**src/rtl/riscv_pkg.sv**
```systemverilog
// Shared fetch-path types and constants.
package riscv_pkg;

  localparam int XLEN    = 32;
  localparam int INSTR_W = 32;

  localparam logic [XLEN-1:0] RESET_PC_DEFAULT = 32'h0000_0000;

  // One buffered fetch: the instruction word tagged with the PC it came from.
  typedef struct packed {
    logic [XLEN-1:0]    pc;
    logic [INSTR_W-1:0] instr;
  } fetch_entry_t;

  // Fetch addresses are always word aligned; low two bits of a target are ignored.
  function automatic logic [XLEN-1:0] align_word(input logic [XLEN-1:0] addr);
    return {addr[XLEN-1:2], 2'b00};
  endfunction

endpackage

```
**src/rtl/fetch_fifo.sv**
```systemverilog
// Small synchronous FIFO of fetch entries with flush. Head is visible
// combinationally and reads as zero while empty.
module fetch_fifo
  import riscv_pkg::*;
#(
  parameter int DEPTH = 2,
  localparam int AW = $clog2(DEPTH),
  localparam int CW = AW + 1
) (
  input  logic          clk,
  input  logic          rst,
  input  logic          push,
  input  logic          pop,
  input  logic          flush,
  input  fetch_entry_t  wr_data,
  output fetch_entry_t  rd_data,
  output logic [CW-1:0] count
);

  fetch_entry_t  mem [DEPTH];
  logic [AW-1:0] wr_ptr_reg;
  logic [AW-1:0] rd_ptr_reg;
  logic [CW-1:0] count_reg;
  logic          do_push;
  logic          do_pop;

  // Overflowing pushes and underflowing pops are ignored rather than corrupting state.
  assign do_push = push && (count_reg != CW'(DEPTH));
  assign do_pop  = pop && (count_reg != '0);

  // Storage array; a flush makes any same-cycle write irrelevant.
  always_ff @(posedge clk) begin
    if (do_push && !flush) begin
      mem[wr_ptr_reg] <= wr_data;
    end
  end

  // Pointer and occupancy bookkeeping; flush empties the queue in one cycle.
  always_ff @(posedge clk or posedge rst) begin
    if (rst) begin
      wr_ptr_reg <= '0;
      rd_ptr_reg <= '0;
      count_reg  <= '0;
    end else if (flush) begin
      wr_ptr_reg <= '0;
      rd_ptr_reg <= '0;
      count_reg  <= '0;
    end else begin
      if (do_push) wr_ptr_reg <= wr_ptr_reg + AW'(1);
      if (do_pop)  rd_ptr_reg <= rd_ptr_reg + AW'(1);
      count_reg <= count_reg + CW'(do_push) - CW'(do_pop);
    end
  end

  assign count   = count_reg;
  assign rd_data = (count_reg != '0) ? mem[rd_ptr_reg] : '0;

endmodule

```
**src/rtl/fetch_unit.sv**
```systemverilog
// Instruction fetch front end: owns the fetch PC, issues credit-limited word
// requests, tags responses with their PC and buffers them for decode.
// Redirects flush everything local and mark all outstanding requests stale.
module fetch_unit
  import riscv_pkg::*;
#(
  parameter logic [XLEN-1:0] RESET_PC = RESET_PC_DEFAULT,
  parameter int              DEPTH    = 2
) (
  input  logic               clk,
  input  logic               rst,
  input  logic               redirect_valid,
  input  logic [XLEN-1:0]    redirect_pc,
  output logic               imem_req_valid,
  input  logic               imem_req_ready,
  output logic [XLEN-1:0]    imem_req_addr,
  input  logic               imem_resp_valid,
  input  logic [INSTR_W-1:0] imem_resp_data,
  output logic               if_valid,
  input  logic               if_ready,
  output logic [INSTR_W-1:0] if_instr,
  output logic [XLEN-1:0]    if_pc
);

  localparam int CW = $clog2(DEPTH) + 1;

  logic [XLEN-1:0] pc_reg, pc_next;
  logic [CW-1:0]   inflight_reg, inflight_next;
  logic [CW-1:0]   drop_reg, drop_next;
  logic            started_reg;

  logic            accept;
  logic            keep_resp;
  logic [CW:0]     credit_used;
  logic [CW-1:0]   out_count;
  logic [CW-1:0]   pcq_count;
  fetch_entry_t    pcq_in, pcq_head;
  fetch_entry_t    out_in, out_head;

  // Every issued request reserves a buffer slot, so the output FIFO can never overflow.
  // started_reg holds requests off while reset is asserted and for the first edge after.
  assign credit_used    = {1'b0, inflight_reg} + {1'b0, out_count};
  assign imem_req_valid = started_reg && (credit_used < (CW + 1)'(DEPTH));
  assign imem_req_addr  = pc_reg;
  assign accept         = imem_req_valid && imem_req_ready;

  // A response is kept only when no redirect is killing it and no stale requests precede it.
  assign keep_resp = imem_resp_valid && !redirect_valid && (drop_reg == '0) && (pcq_count != '0);

  // Next-state for PC and the in-flight / stale counters.
  always_comb begin
    inflight_next = inflight_reg + CW'(accept) - CW'(imem_resp_valid);
    pc_next       = pc_reg;
    drop_next     = drop_reg;
    if (redirect_valid) begin
      pc_next   = align_word(redirect_pc);
      drop_next = inflight_next;
    end else begin
      if (accept) pc_next = pc_reg + 32'd4;
      if (imem_resp_valid && (drop_reg != '0)) drop_next = drop_reg - CW'(1);
    end
  end

  // Architectural fetch state.
  always_ff @(posedge clk or posedge rst) begin
    if (rst) begin
      pc_reg       <= RESET_PC;
      inflight_reg <= '0;
      drop_reg     <= '0;
      started_reg  <= 1'b0;
    end else begin
      pc_reg       <= pc_next;
      inflight_reg <= inflight_next;
      drop_reg     <= drop_next;
      started_reg  <= 1'b1;
    end
  end

  // Response entry: PC from the tag queue head, instruction from memory.
  always_comb begin
    pcq_in       = '{pc: pc_reg, instr: '0};
    out_in       = pcq_head;
    out_in.instr = imem_resp_data;
  end

  // PC tag queue: one entry per live (non-stale) request.
  fetch_fifo #(.DEPTH(DEPTH)) u_pc_queue (
    .clk     (clk),
    .rst     (rst),
    .push    (accept && !redirect_valid),
    .pop     (keep_resp),
    .flush   (redirect_valid),
    .wr_data (pcq_in),
    .rd_data (pcq_head),
    .count   (pcq_count)
  );

  // Instruction buffer toward decode.
  fetch_fifo #(.DEPTH(DEPTH)) u_out_fifo (
    .clk     (clk),
    .rst     (rst),
    .push    (keep_resp),
    .pop     (if_valid && if_ready),
    .flush   (redirect_valid),
    .wr_data (out_in),
    .rd_data (out_head),
    .count   (out_count)
  );

  assign if_valid = (out_count != '0);
  assign if_instr = out_head.instr;
  assign if_pc    = out_head.pc;

endmodule
```
**config.mk**
```make
export PLATFORM = sky130hd
export DESIGN_NAME = fetch_unit
export DESIGN_NICKNAME = d
export VERILOG_FILES = /design/src/rtl/riscv_pkg.sv /design/src/rtl/fetch_fifo.sv /design/src/rtl/fetch_unit.sv
export SDC_FILE = /design/constraint.sdc
export NUM_CORES = 1
export LEC_CHECK = 0
export ABC_AREA = 0
export BUFFER_PORTS_ARGS = -buffer_cell sky130_fd_sc_hd__buf_2
export CORE_MARGIN = 5
export CORE_UTILIZATION = 35
export CTS_BUF_LIST = sky130_fd_sc_hd__clkbuf_8 sky130_fd_sc_hd__clkbuf_16
export DETAILED_ROUTE_END_ITERATION = 7
export GPL_ROUTABILITY_DRIVEN = 0
export PLACE_DENSITY = 0.59
export SLEW_MARGIN = 20
export SYNTH_ARGS = -nofsm -noshare
export SYNTH_HDL_FRONTEND = slang
export SYNTH_SLANG_ARGS = --single-unit
```
**constraint.sdc**
```tcl
create_clock -name clk -period 6.5 [get_ports clk]
set_input_delay 1.3 -clock clk [delete_from_list [all_inputs] [get_ports clk]]
set_output_delay 1.3 -clock clk [all_outputs]
set_load 0.01 [all_outputs]
```
**After elaboration in Yosys (flattened, before gate mapping)**

Memories as Yosys holds them, arrays and structs flattened.
Cells that the tools add are included.

- Register bits after elaboration: 45
- Memory bits (writable): 192
- Input port bits: 70
- Output and inout bits: 98
- Word-level logic and storage cells: 73
- Memories: 2

Memory list:

| memory | words | width | rd ports | clocked after Yosys merged registers in | write ports | line | text |
|---|---|---|---|---|---|---|---|
| u_out_fifo.mem | 2 | 64 | 1 | 0 | 1 | fetch_fifo.sv:20 | `fetch_entry_t mem [DEPTH];` |
| u_pc_queue.mem | 2 | 32 | 1 | 0 | 1 | fetch_fifo.sv:20 |  |

- Add/subtract/negate cells: 13
- $lt $le $gt $ge: 1
- Equality and inequality tests: 2
- Muxes and demuxes: 20
- Reduce and logical (&&, ||, !) cells: 25

Operators with widths:

| kind | number |
|---|---|
| $mux 64 | 2 |
| $mux 32 | 2 |
| $add 32x3->32 const B | 1 |
| $reduce_bool 2->1 | 9 |
| $logic_and 1x1->1 | 14 |
| $mux 1 | 12 |
| $mux 2 | 4 |
| $add 2x1->2 | 3 |
| $sub 2x1->2 | 3 |
| $add 1x1->1 const B | 4 |
| $ne 2x2->1 const B | 2 |
| $add 2x2->3 | 1 |
| $lt 3x2->1 const B | 1 |
| $logic_not 2->1 | 1 |
| $sub 2x1->2 const B | 1 |
| $logic_not 1->1 | 1 |

**Logic depth before layout (Yosys ltp)**

- Word-level depth: 9
- Gate-level depth with buffers: 13
- Mapped depth without buffers: 11

**Cells and area by module**

A second synthesis with hierarchy kept.

- Cell total of the unflattened synthesis: 821
- Area, all modules: 12331.8 µm²

Modules (own cells, without submodules):

| module | times used | cells an instance | area each (µm²) | seq. area each (µm²) |
|---|---|---|---|---|
| fetch_fifo | 2 | 293 | 5123.7 | 3943.8 |
| fetch_unit | 1 | 235 | 2084.5 | 875.8 |

**Worst setup path before layout**

Ideal clock, no wire load.

- Kind: in2reg
- Start: input redirect_valid
- End: memory u_out_fifo.mem[0][0] (netlist name), enable pin
- Setup time: 0.493 ns
- Data arrival time: 4.920 ns
- Data required time: 6.007 ns
- Path slack: 1.087 ns
- Stages: 3
- Path buffers: 1
- Cell sequence: clkbuf_1 a2111oi_0 nor2b_1

- Cells in the longest elaborated chain, start to end: 8

RTL lines:

| what | line | text |
|---|---|---|
| start, declared | fetch_unit.sv:12 | `input logic redirect_valid,` |
| $logic_not 1->1 (*) | fetch_fifo.sv:33, fetch_unit.sv:48 |  |
| $logic_and 1x1->1 (3 in series) | fetch_unit.sv:48 | `assign keep_resp = imem_resp_valid && !redirect_valid && (drop_reg == '0) && (pcq_count != '0);` |
| $logic_and 1x1->1 | fetch_fifo.sv:28 | `assign do_push = push && (count_reg != CW'(DEPTH));` |
| $logic_and 1x1->1 (*) | fetch_fifo.sv:33 | `if (do_push && !flush) begin` |
| $mux 1 (*) | fetch_fifo.sv:33 |  |
| $mux 1 (implied by the code) (*) | fetch_fifo.sv:34 | `mem[wr_ptr_reg] <= wr_data;` |
| end, declared | fetch_fifo.sv:20 |  |

Every way passes the cells marked *; elsewhere a longest branch is shown, timed or not.

**Final worst setup path**

- Start: register u_out_fifo.rd_ptr_reg
- End: output if_instr[9]

- Cells in the longest elaborated chain, start to end: 2

RTL lines:

| what | line | text |
|---|---|---|
| start, declared | fetch_fifo.sv:22 | `logic [AW-1:0] rd_ptr_reg;` |
| start signal, assigned | fetch_fifo.sv:50 | `if (do_pop) rd_ptr_reg <= rd_ptr_reg + AW'(1);` |
| $mem_v2 2x64 | -- |  |
| $mux 64 | fetch_fifo.sv:56 | `assign rd_data = (count_reg != '0) ? mem[rd_ptr_reg] : '0;` |
| end, declared | fetch_unit.sv:21 | `output logic [INSTR_W-1:0] if_instr,` |

No other way between the ends.

==> flow_metrics.py <==
metrics = {
    "die": {
        "num_io_pins": 168,
        "initial_core_util_pct": 35.35,
        "die-area_mm2": 0.03054,
        "rows": 60,
        "dieHeight_um": 174.8,
        "dieWidth_um": 174.8,
        "coreArea_mm2": 0.02688,
    },
    "clocking": {
        "clkSinkCount": 229,
        "htreeDepth": 1,
        "cts.clk_slew.worst_paths_ns": 0.06,
        "ctsHoldBuffers": 0,
        "cts_tree": "yes",
        "root_buffer": "clkbuf_16",
        "clk-insertion-delay-late_ns": 0.51,
        "cts_buffer_depth": 3,
        "cts_setup_buffers": 0,
        "post_cts_resized": 0,
        "numCtsBuffers": 24,
    },
    "timing": {
        "drv_slew": 0,
        "tns_ns": 0,
        "timing.final.crit_share_pct": 58.83,
        "period_needed_ns": 3.824,
        "fin_hold_ws_ns": 0.5401,
        "rsz0062_at_grt": "no",
        "maxSlewHeadroom_pct": 35.91,
        "hold_viol": 0,
        "finalClockSkew_ns": 0.01054,
        "setup_viol": 0,
        "worstMarginPinSlew_ns": 0.9371,
        "fmax_ghz": 0.2615,
    },
    "layout": {
        "drive_above_1_share_pct": 25.58,
        "area_delta_synth_final_pct": 21.49,
        "largest_reg_flops": 126,
        "nFillCells": 2549,
        "top_register": "u_out_fifo.mem",
        "final_area_mm2": 0.01154,
        "final_common_cell": "edfxtp_1",
        "seq_area_mm2": 0.006665,
        "antenna_cells": 0,
        "instances_no_fill": 1205,
        "multi_input_area_mm2": 0.002663,
        "nets": 925,
        "final_cell_mix": "edfxtp_1 (186), buf_2 (163), nor2_1 (115)",
    },
    "synthesis": {
        "synth_top_area_share_pct": 58.78,
        "syn_area_mm2": 0.009502,
        "synth_seq_area_share_pct": 70.11,
        "synthTopCellsByArea": "edfxtp_1 (59%), dfrtp_1 (11%), mux2i_1 (9.9%), nor2_1 (4.6%), or4_1 (1.4%)",
        "ys_ff_latch": 229,
        "yosysWarnings": 0,
        "yosys.area.top_type": "edfxtp_1",
        "post_synth.cell_area_avg_um2": 13.93,
        "syn_inst": 682,
        "yosysUniqueCellTypes": 40,
    },
    "min_path": {
        "min_path_type": "reg2reg",
        "min-delay-start": "imem_req_addr[24]$_DFFE_PP0P_",
    },
    "setup_path": {
        "cp.arrival_ns": 2.52,
        "cp_max_fo": 43,
        "critPathLaunchType": "flip-flop",
        "critPathMaxStageDelay_ns": 0.94,
        "cp.required_ns": 5.20,
        "startpoint": "u_out_fifo.rd_ptr_reg$_DFFE_PP0P_",
        "r2r-start": "u_pc_queue.count[1]$_DFF_PP0_",
        "critPathKind": "reg2out",
        "crit_chain": "buf_4, mux2i_1, nor2_1, buf_2",
        "end_kind": "primary output",
        "slowest_stage": "dfrtp_4",
    },
    "grt": {
        "grt_use_total_pct": 13.15,
        "first_global_vias": 5835,
        "grt_max_degree": 65,
        "grt-ovfl-total": 0,
        "grt_pass1_wl_um": 32560,
        "grt_antenna_before_repair": 0,
    },
    "placement": {
        "placed_cell_area_mm2": 0.01069,
        "io_buffers": 163,
        "dp_hpwl_um": 13430,
        "dp.cells": 1161,
    },
    "routing": {
        "dr_total_vias": 5820,
        "ant_nets": 0,
        "dr.pass1.iters": 6,
        "drt_iter0_markers": 295,
        "wire_per_inst_um": 16.85,
        "drc_errors": 0,
        "routed_wl_um": 20300,
        "avgViaCountPerCell": 4.830,
    },
    "power": {
        "total_power_mw": 4.034,
        "power_density_mw_per_mm2": 349.4,
        "power_leakage_nw": 4.226,
        "peakVddDrop_mv": 0.1618,
    },
    "outcome": {
        "status": "completed",
    },
    "run": {
        "maxCapViolCount": 0,
    },
}
logic make-up (layout without fill, tap and decap cells):
family                     count (synthesis)  count (layout)  share of synthesized area [%]
DFF                                      229             229                          70.11
and+or+nand+nor                          223             223                          11.00
muxes                                     95              95                          10.02
AOI/OAI and AO/OA                         55              55                          3.621
buffers and inverters                     51             230                          2.252
xor gates and xnor gates                  18              18                          1.659
adders and majority gates                  9               9                          1.264
other                                      2               5                        0.07904
area by class of cell:
type	count	share of cell area, %
Inverter	13	0.4227
Multi-Input combinational cell	405	23.07
Clock inverter	18	1.821
Clock buffer	26	5.539
Sequential cell	229	57.74
Tap cell	341	3.696
Timing Repair Buffer	173	7.717
through the flow:
stage          setup slack [ns]  util, %
4_1_cts                   2.603    42.95
3_3_place_gp              2.131    39.79
2_1_floorplan             1.087        -
3_5_place_dp              2.136    39.79
5_1_grt                   2.425    42.95
6_report                  2.676    42.95
per-layer routing:
layer / up-vias / global-route usage [%] / wire length [µm]
li1: 2841 / - / -
met3: 29 / 2.791 / 1234
met5: - / 0 / 0
met1: 2791 / 18.42 / 9422
met2: 159 / 20.88 / 9237
met4: 0 / 3.633 / 410
power breakdown:
part	switching, mW	internal, mW	leakage (nW)
registers	0.117	1.69	2.20
clock network	0.533	0.904	0.430
logic	0.468	0.324	1.59
path summary, 6_finish.rpt:
kind                                                     endpoint  slack (ns)  cells after the start
worst max-delay path                                  if_instr[9]        2.68                      4
worst min-delay path              u_pc_queue.mem[1][24]$_DFFE_PP_        0.54                      0
worst max register to register    u_out_fifo.mem[0][56]$_DFFE_PP_        3.17                      5
worst min register to register    u_pc_queue.mem[1][24]$_DFFE_PP_        0.54                      0
max in group asynchronous       u_out_fifo.rd_ptr_reg$_DFFE_PP0P_        5.11                      3
min in group asynchronous           imem_req_addr[21]$_DFFE_PP0P_        0.93                      3
critical path, delay by kind of cell (launching register included):
| kind | cells | cell delay (ns) |
|---|---|---|
| DFF | 1 | 0.94 |
| muxes | 1 | 0.31 |
| and+or+nand+nor | 1 | 0.06 |
| buffers and inverters | 2 | 0.66 |
Yosys cell counts (all sizes together):
cell,n
edfxtp,186
nor2,117
mux2i,94
dfrtp,43
clkbuf,31
nand2,31
or4,19
o21ai,17
a31oi,15
inv,13
o31ai,13
nand3,12
xnor2,11
nand4,9
ha,8
buf,7
nor3,7
xor2,7
or3,6
nor2b,5
a21oi,4
and2,4
nor4,4
and4,3
o211ai,3
conb,2
nand2b,2
a2111oi,1
a22o,1
and3,1
fa,1
mux2,1
nor3b,1
nor4bb,1
o21bai,1
or4b,1
(Power assumes the default switching activity.)
